===== src/rtl/multicycle_accumulator.sv =====
// multicycle_accumulator
//   Holds a DATA_WIDTH accumulator and applies add, sub, load or clear to it.
//   Add and sub run CHUNK_WIDTH bits per cycle through a narrow adder. Load and
//   clear commit in one step. Every operation goes through a start/busy/done
//   handshake.
//
// Ports
//   clk         system clock, rising edge
//   reset       synchronous, active-high reset
//   start_i     request pulse, sampled only while idle
//   op_i        00 add, 01 sub, 10 load, 11 clear (sampled with start_i)
//   operand_i   operand (sampled with start_i)
//   busy_o      high while an operation is in flight (CALC or DONE)
//   done_o      one-cycle pulse when a result commits
//   acc_o       committed accumulator value
//   carry_o     carry out of the last add/sub (sub: 1 = no borrow)
//   overflow_o  signed overflow of the last add/sub
//   op_count_o  committed-operation counter, wraps
module multicycle_accumulator #(
    parameter int unsigned DATA_WIDTH  = 16,
    parameter int unsigned CHUNK_WIDTH = 4,
    parameter int unsigned COUNT_WIDTH = 8
) (
    input  logic                   clk,
    input  logic                   reset,
    input  logic                   start_i,
    input  logic [1:0]             op_i,
    input  logic [DATA_WIDTH-1:0]  operand_i,
    output logic                   busy_o,
    output logic                   done_o,
    output logic [DATA_WIDTH-1:0]  acc_o,
    output logic                   carry_o,
    output logic                   overflow_o,
    output logic [COUNT_WIDTH-1:0] op_count_o
);

    localparam int unsigned NChunk = DATA_WIDTH / CHUNK_WIDTH;
    localparam int unsigned IdxW   = (NChunk > 1) ? $clog2(NChunk) : 1;

    typedef enum logic [1:0] {StIdle, StCalc, StDone} state_e;

    state_e                 state_q, state_d;
    logic [DATA_WIDTH-1:0]  a_q, a_d;
    logic [DATA_WIDTH-1:0]  b_q, b_d;
    logic [DATA_WIDTH-1:0]  sum_q, sum_d;
    logic                   a_msb_q, a_msb_d;
    logic                   b_msb_q, b_msb_d;
    logic                   cin_q, cin_d;
    logic [IdxW-1:0]        idx_q, idx_d;
    logic [DATA_WIDTH-1:0]  acc_q, acc_d;
    logic                   carry_q, carry_d;
    logic                   ovf_q, ovf_d;
    logic                   done_q, done_d;
    logic [COUNT_WIDTH-1:0] count_q, count_d;

    logic [CHUNK_WIDTH:0]            chunk_sum;
    logic [DATA_WIDTH+CHUNK_WIDTH-1:0] sum_wide;
    logic [DATA_WIDTH-1:0]           sum_next;

    // A and B shift right one chunk per cycle so the adder always sees the low
    // chunk. Results shift in from the top, so after NChunk steps sum is aligned.
    assign chunk_sum = {1'b0, a_q[CHUNK_WIDTH-1:0]} + {1'b0, b_q[CHUNK_WIDTH-1:0]}
                     + {{CHUNK_WIDTH{1'b0}}, cin_q};
    assign sum_wide  = {chunk_sum[CHUNK_WIDTH-1:0], sum_q};
    assign sum_next  = sum_wide[DATA_WIDTH+CHUNK_WIDTH-1:CHUNK_WIDTH];

    always_comb begin
        state_d = state_q;
        a_d     = a_q;
        b_d     = b_q;
        sum_d   = sum_q;
        a_msb_d = a_msb_q;
        b_msb_d = b_msb_q;
        cin_d   = cin_q;
        idx_d   = idx_q;
        acc_d   = acc_q;
        carry_d = carry_q;
        ovf_d   = ovf_q;
        done_d  = 1'b0;
        count_d = count_q;

        unique case (state_q)
            StIdle: begin
                if (start_i) begin
                    if (!op_i[1]) begin
                        // op_i[0] selects sub: B = ~operand, carry-in 1.
                        a_d     = acc_q;
                        b_d     = op_i[0] ? ~operand_i : operand_i;
                        a_msb_d = acc_q[DATA_WIDTH-1];
                        b_msb_d = op_i[0] ? ~operand_i[DATA_WIDTH-1]
                                          : operand_i[DATA_WIDTH-1];
                        cin_d   = op_i[0];
                        sum_d   = '0;
                        idx_d   = '0;
                        state_d = StCalc;
                    end else begin
                        acc_d   = op_i[0] ? '0 : operand_i;
                        carry_d = 1'b0;
                        ovf_d   = 1'b0;
                        done_d  = 1'b1;
                        count_d = count_q + COUNT_WIDTH'(1);
                        state_d = StDone;
                    end
                end
            end
            StCalc: begin
                a_d   = a_q >> CHUNK_WIDTH;
                b_d   = b_q >> CHUNK_WIDTH;
                cin_d = chunk_sum[CHUNK_WIDTH];
                sum_d = sum_next;
                idx_d = idx_q + IdxW'(1);
                if (idx_q == IdxW'(NChunk - 1)) begin
                    acc_d   = sum_next;
                    carry_d = chunk_sum[CHUNK_WIDTH];
                    ovf_d   = (a_msb_q == b_msb_q) && (sum_next[DATA_WIDTH-1] != a_msb_q);
                    done_d  = 1'b1;
                    count_d = count_q + COUNT_WIDTH'(1);
                    state_d = StDone;
                end
            end
            StDone: state_d = StIdle;
            default: state_d = StIdle;
        endcase
    end

    always_ff @(posedge clk) begin
        if (reset) begin
            state_q <= StIdle;
            a_q     <= '0;
            b_q     <= '0;
            sum_q   <= '0;
            a_msb_q <= 1'b0;
            b_msb_q <= 1'b0;
            cin_q   <= 1'b0;
            idx_q   <= '0;
            acc_q   <= '0;
            carry_q <= 1'b0;
            ovf_q   <= 1'b0;
            done_q  <= 1'b0;
            count_q <= '0;
        end else begin
            state_q <= state_d;
            a_q     <= a_d;
            b_q     <= b_d;
            sum_q   <= sum_d;
            a_msb_q <= a_msb_d;
            b_msb_q <= b_msb_d;
            cin_q   <= cin_d;
            idx_q   <= idx_d;
            acc_q   <= acc_d;
            carry_q <= carry_d;
            ovf_q   <= ovf_d;
            done_q  <= done_d;
            count_q <= count_d;
        end
    end

    assign busy_o     = (state_q != StIdle);
    assign done_o     = done_q;
    assign acc_o      = acc_q;
    assign carry_o    = carry_q;
    assign overflow_o = ovf_q;
    assign op_count_o = count_q;

endmodule


===== config.mk =====
export PLATFORM = sky130hd
export DESIGN_NAME = multicycle_accumulator
export DESIGN_NICKNAME = d
export VERILOG_FILES = /design/src/rtl/multicycle_accumulator.sv
export SDC_FILE = /design/constraint.sdc
export NUM_CORES = 1
export LEC_CHECK = 0
export BUFFER_PORTS_ARGS = -buffer_cell sky130_fd_sc_hd__buf_2
export CAP_MARGIN = 20
export CELL_PAD_IN_SITES_DETAIL_PLACEMENT = 2
export CELL_PAD_IN_SITES_GLOBAL_PLACEMENT = 2
export CORE_UTILIZATION = 35
export CTS_BUF_LIST = sky130_fd_sc_hd__clkbuf_8
export CTS_CLUSTER_SIZE = 40
export DETAILED_ROUTE_END_ITERATION = 12
export PLACE_DENSITY_LB_ADDON = 0.1
export SLEW_MARGIN = 5
export SYNTH_ARGS = -nofsm -noshare
export SYNTH_HDL_FRONTEND = slang
export SYNTH_SLANG_ARGS = --single-unit
export TNS_END_PERCENT = 30

===== constraint.sdc =====
create_clock -name clk -period 2.7 [get_ports clk]
set_clock_uncertainty 0.2 [all_clocks]
set_input_delay 0.54 -clock clk [delete_from_list [all_inputs] [get_ports clk]]
set_output_delay 0.54 -clock clk [all_outputs]
set_load 0.01 [all_outputs]

=== Word level (Yosys, flattened, before mapping) ===
Cells that the tools add are included.

* Register bits: 82
* Bits of input ports: 21
* Word-level logic and storage cells: 76

* Add/sub/neg operators: 4
* Equality and inequality tests: 8
* Mux-type cells: 40
* Bitwise operators: 3
* Reductions and logical operators: 8

{| class="wikitable"
|+ Operators with widths
! operator !! number
|-
| $mux W16 || 11
|-
| $pmux W16 S2 || 4
|-
| $mux W8 || 3
|-
| $not A16 Y16 || 1
|-
| $pmux W8 S2 || 1
|-
| $mux W1 || 10
|-
| $mux W2 || 5
|-
| $add A8 B1 Y8 const B || 1
|-
| $ne A2 B2 Y1 const B || 4
|-
| $pmux W1 S2 || 4
|-
| $pmux W2 S2 || 2
|-
| $reduce_and A3 Y1 || 2
|-
| $add A4 B4 Y5 || 1
|-
| $add A5 B1 Y5 || 1
|-
| $reduce_and A4 Y1 || 1
|-
| $reduce_bool A2 Y1 || 2
|-
| $add A2 B1 Y2 const B || 1
|-
| $eq A2 B1 Y1 const B || 1
|-
| $eq A2 B2 Y1 const B || 1
|-
| $logic_not A2 Y1 || 1
|-
| $not A1 Y1 || 2
|-
| $reduce_and A2 Y1 || 1
|-
| $eq A1 B1 Y1 || 1
|-
| $logic_and A1 B1 Y1 || 1
|-
| $ne A1 B1 Y1 || 1
|}

=== Longest topological paths before layout ===
* Word-level depth: 6
* Depth in mapped cells: 6
* Gate-level depth less buffers: 6

=== Worst setup path before layout ===
No wires, ideal clock.

* Path type: reg-to-reg
* Start point: reg a_q[0]
* End point: reg carry_q, in the netlist carry_o
* Setup time: 128 ps
* Arrival: 1709 ps
* Required time: 2372 ps
* Slack: 664 ps
* Cell stages (with the launch flop): 7
* Path buffers: 0
* Clock period less this slack: 2036 ps
* Path through: dfxtp_1 > fa_1 > fa_1 > a21o_1 > a21oi_1 > a2bb2oi_1 > nor2_1

* Longest elaborated chain between the ends: 4

{| class="wikitable"
|+ RTL lines
! what !! line !! text
|-
| start, declared || 43 || <nowiki>logic [DATA_WIDTH-1:0] a_q, a_d;</nowiki>
|-
| start signal, assigned || 129 || <nowiki>a_q <= '0;</nowiki>
|-
| start signal, assigned || 143 || <nowiki>a_q <= a_d;</nowiki>
|-
| $add A4 B4 Y5 || 62 || <nowiki>assign chunk_sum = {1'b0, a_q[CHUNK_WIDTH-1:0]} + {1'b0, b_q[CHUNK_WIDTH-1:0]}</nowiki>
|-
| $add A5 B1 Y5 || 63 || <nowiki>+ {{CHUNK_WIDTH{1'b0}}, cin_q};</nowiki>
|-
| $mux W1 || 112 || <nowiki>if (idx_q == IdxW'(NChunk - 1)) begin</nowiki>
|-
| $pmux W1 S2 || 82 || <nowiki>unique case (state_q)</nowiki>
|-
| end signal, assigned || 151 || <nowiki>carry_q <= carry_d;</nowiki>
|-
| end, declared || 51 || <nowiki>logic carry_q, carry_d;</nowiki>
|}

Every way passes these cells. The select of a mux whose other input is x is not followed.
A chain may end at the register's enable or synchronous reset.

=== Worst setup path in the final report ===
Ends and elaborated chain as after synthesis.

==> impl_metrics.yaml <==
run_status:
  status: "complete, no violations"
routing:
  drtAntennaViolNets: 0
  drc: 0
  dr.first_iter.drc_count: 122
  vias: 3130
  drt-vias-per-instance: 5.26
  wire_per_inst_um: 18.3
  drt_wl_total_um: 10900
  drtPass1Iterations: 4
sta:
  finalHoldViolCount: 0
  maxSlewViolCount: 0
  worstMarginPinSlew_ns: 0.514
  period_minus_slack_ns: 2.23
  setup_ws_ns: 0.471
  whs_ns: 0.264
  rsz0062_at_grt: "no"
  setup_viol: 0
  finalSetupTns_ns: 0
  slew_headroom: 0.657
  post-route-period-util: 0.826
  fmax_mhz: 449
critical_path:
  arrival_ns: 2.28
  r2r_cells: 6
  crit_chain: "fa_1 -> fa_1 -> a21o_1 -> a21oi_1 -> a2bb2oi_1 -> nor2_1"
  crit_slowest_cell: "fa_1"
  critical_path.endpoint: "carry_o"
  cp-startpoint: "a_q[0]"
  worstPathMaxFanout: 2
  worst-path-stages: 6
  crit_path_frequent_cell: "fa_1"
  r2r_end: "carry_o"
  slowest_delay_ns: 0.47
  crit_buf_inv: 0
  critPathCaptureType: "register"
  crit_type: "register to register"
  crit_path_start_kind: "register"
  r2r-start: "a_q[0]"
  r2r_setup_slack_ns: 0.47
  cpLargestDelayFamily: "adder cells"
  crit_required_ns: 2.75
synth:
  synth_ff_type: "dfxtp_1"
  synth_top_family_by_area: "simple AND/OR/NAND/NOR gates"
  synthMuxAreaShare: 0
  synth_edf_count: 0
  netlist.area_leader.share: 0.444
  postSynthRegisterBits: 78
  async_reset_ff_frac: 0
  synth_fp_nets: 464
  syn_avg_cell_area_um2: 8.37
  yosys_warnings: 0
  synthDistinctLibCells: 40
  yosys.area_share.simple: 0.208
  synthAdderAreaFrac: 0.0861
  ys_seq_area_frac: 0.444
  syn_area_mm2: 0.00352
  syn_inst: 420
  synth_area_leaders: "dfxtp_1, nand2_1, ha_1"
  yosysTopAreaCell: "dfxtp_1"
  synth_xor_area_frac: 0.0149
  synth_compound_area_frac: 0.204
die:
  top_level_ports: 49
  row_count: 36
  dieArea_mm2: 0.0105
  initial_core_util: 0.360
  die-width_um: 102
  fp.dieH_um: 102
  core_area_mm2: 0.00977
cells_and_area:
  diodes: 0
  nNetsFinal: 501
  drive_gt1_frac: 0.175
  finalInstanceArea_mm2: 0.00411
  syn_to_final_growth_pct: 16.8
grt:
  grt_usage: 0.222
  grt_pass1_vias: 3144
  grt_max_degree: 58
  antenna_found_initial: 0
  overflow: 0
  grt_pass1_wl_um: 17200
clocking:
  numCtsBuffers: 9
  postCtsSetupBuffers: 0
  ctsResizeCount: 0
  cts_tree: "built"
  clockRootBuffer: "clkbuf_8"
  clk_pin_slew_ns: 0.08
  cts.sinks: 78
  cts_hold_buffers: 0
  cts_buffer_depth: 2
  clock_latency_ns: 0.35
  h-tree-depth: 3
place:
  place_area_mm2: 0.00389
  globalplace.congestion: 0.847
  dp_hpwl_um: 7750
  dp_slack_ns: 0.484
  port_buffers: 48
pwr:
  powerDensity_mw_per_mm2: 640
  ir_worst_vdd_mv: 0.205
  p_leak_nw: 1.64
flow_run:
  drv_cap: 0
min_path:
  hp-class: "register to register"
  hold_depth: 2
[synth_stat cells (2+ instances only)]
cell / count
inv_1: 4
or2_2: 2
fa_1: 2
a2111oi_0: 2
nand3_1: 6
a21oi_1: 39
clkbuf_1: 15
a211oi_1: 5
buf_2: 14
nand2_1: 98
dfxtp_1: 78
a21o_1: 3
and2_1: 2
nor2_1: 58
xnor2_1: 6
a311oi_1: 26
nand2b_1: 2
buf_1: 2
a22oi_1: 4
ha_1: 21
o211ai_1: 12
[through the flow]
stage	instances	utilization	total power [W]
CTS	595	0.420	0.00266
global route	595	0.420	0.00275
global placement	579	0.398	0.00167
finish	595	0.420	0.00263
floorplan	420	-	0.00154
detailed placement	579	0.398	0.00169
[routing by layer]
layer,track usage,vias up,part of all wire
li1,-,1544,-
met3,0.0301,16,0.021
met5,0,-,0
met1,0.313,1535,0.50
met4,0.0879,0,0.018
met2,0.342,35,0.46
[area by class of cell]
class                      count  area, um2
fill                        1122       5670
multi-input combinational    307       1810
sequential                    78       1560
timing repair buffer          57        333
clock buffer                  13        179
tap                          133        166
clock inverter                 3       41.3
inverter                       4       15.0
[sequential cells by signal, summed over array words and instances, names as in the netlist, 2 cells and up]
register	cells
a_q	16
op_count_o	8
idx_q	2
state_q	2
b_q	16
sum_q	12
acc_o	16
[where the power goes]
group	total (W)	switching [W]	internal (W)
clock network	0.000968	0.000443	0.000526
registers	0.00127	0.0000567	0.00122
logic	0.000385	0.000242	0.000142
[placed cells by master (no fill, tap or decap), drive strengths merged, types with 12 or more instances in the layout]
master	synthesis	layout
nand2	99	99
a21oi	41	41
buf	16	57
ha	21	21
clkbuf	15	13
a311oi	26	26
nor2	58	58
dfxtp	78	78
o211ai	12	12
[worst min path at each step]
stage / startpoint / endpoint
floorplan: b_q[10] / b_q[10]
global placement: b_q[11] / b_q[11]
detailed placement: sum_q[9] / sum_q[9]
CTS: b_q[7] / b_q[7]
global route: sum_q[6] / sum_q[6]
finish: b_q[7] / b_q[7]
[worst reg2reg max path: cells and delay by family (launching register included)]
kind            cells  cell delay, ns
fa+ha+maj           2            0.91
compound gates      3            0.63
flops               1            0.34
simple gates        1            0.05
[cells by family after synthesis]
group / count (synthesis)
adders and majority gates: 23
DFF: 78
xor gates and xnor gates: 6
buffers and inverters: 35
and+or+nand+nor: 177
AOI/OAI and AO/OA: 101
Power figures use the tool's default switching activity.
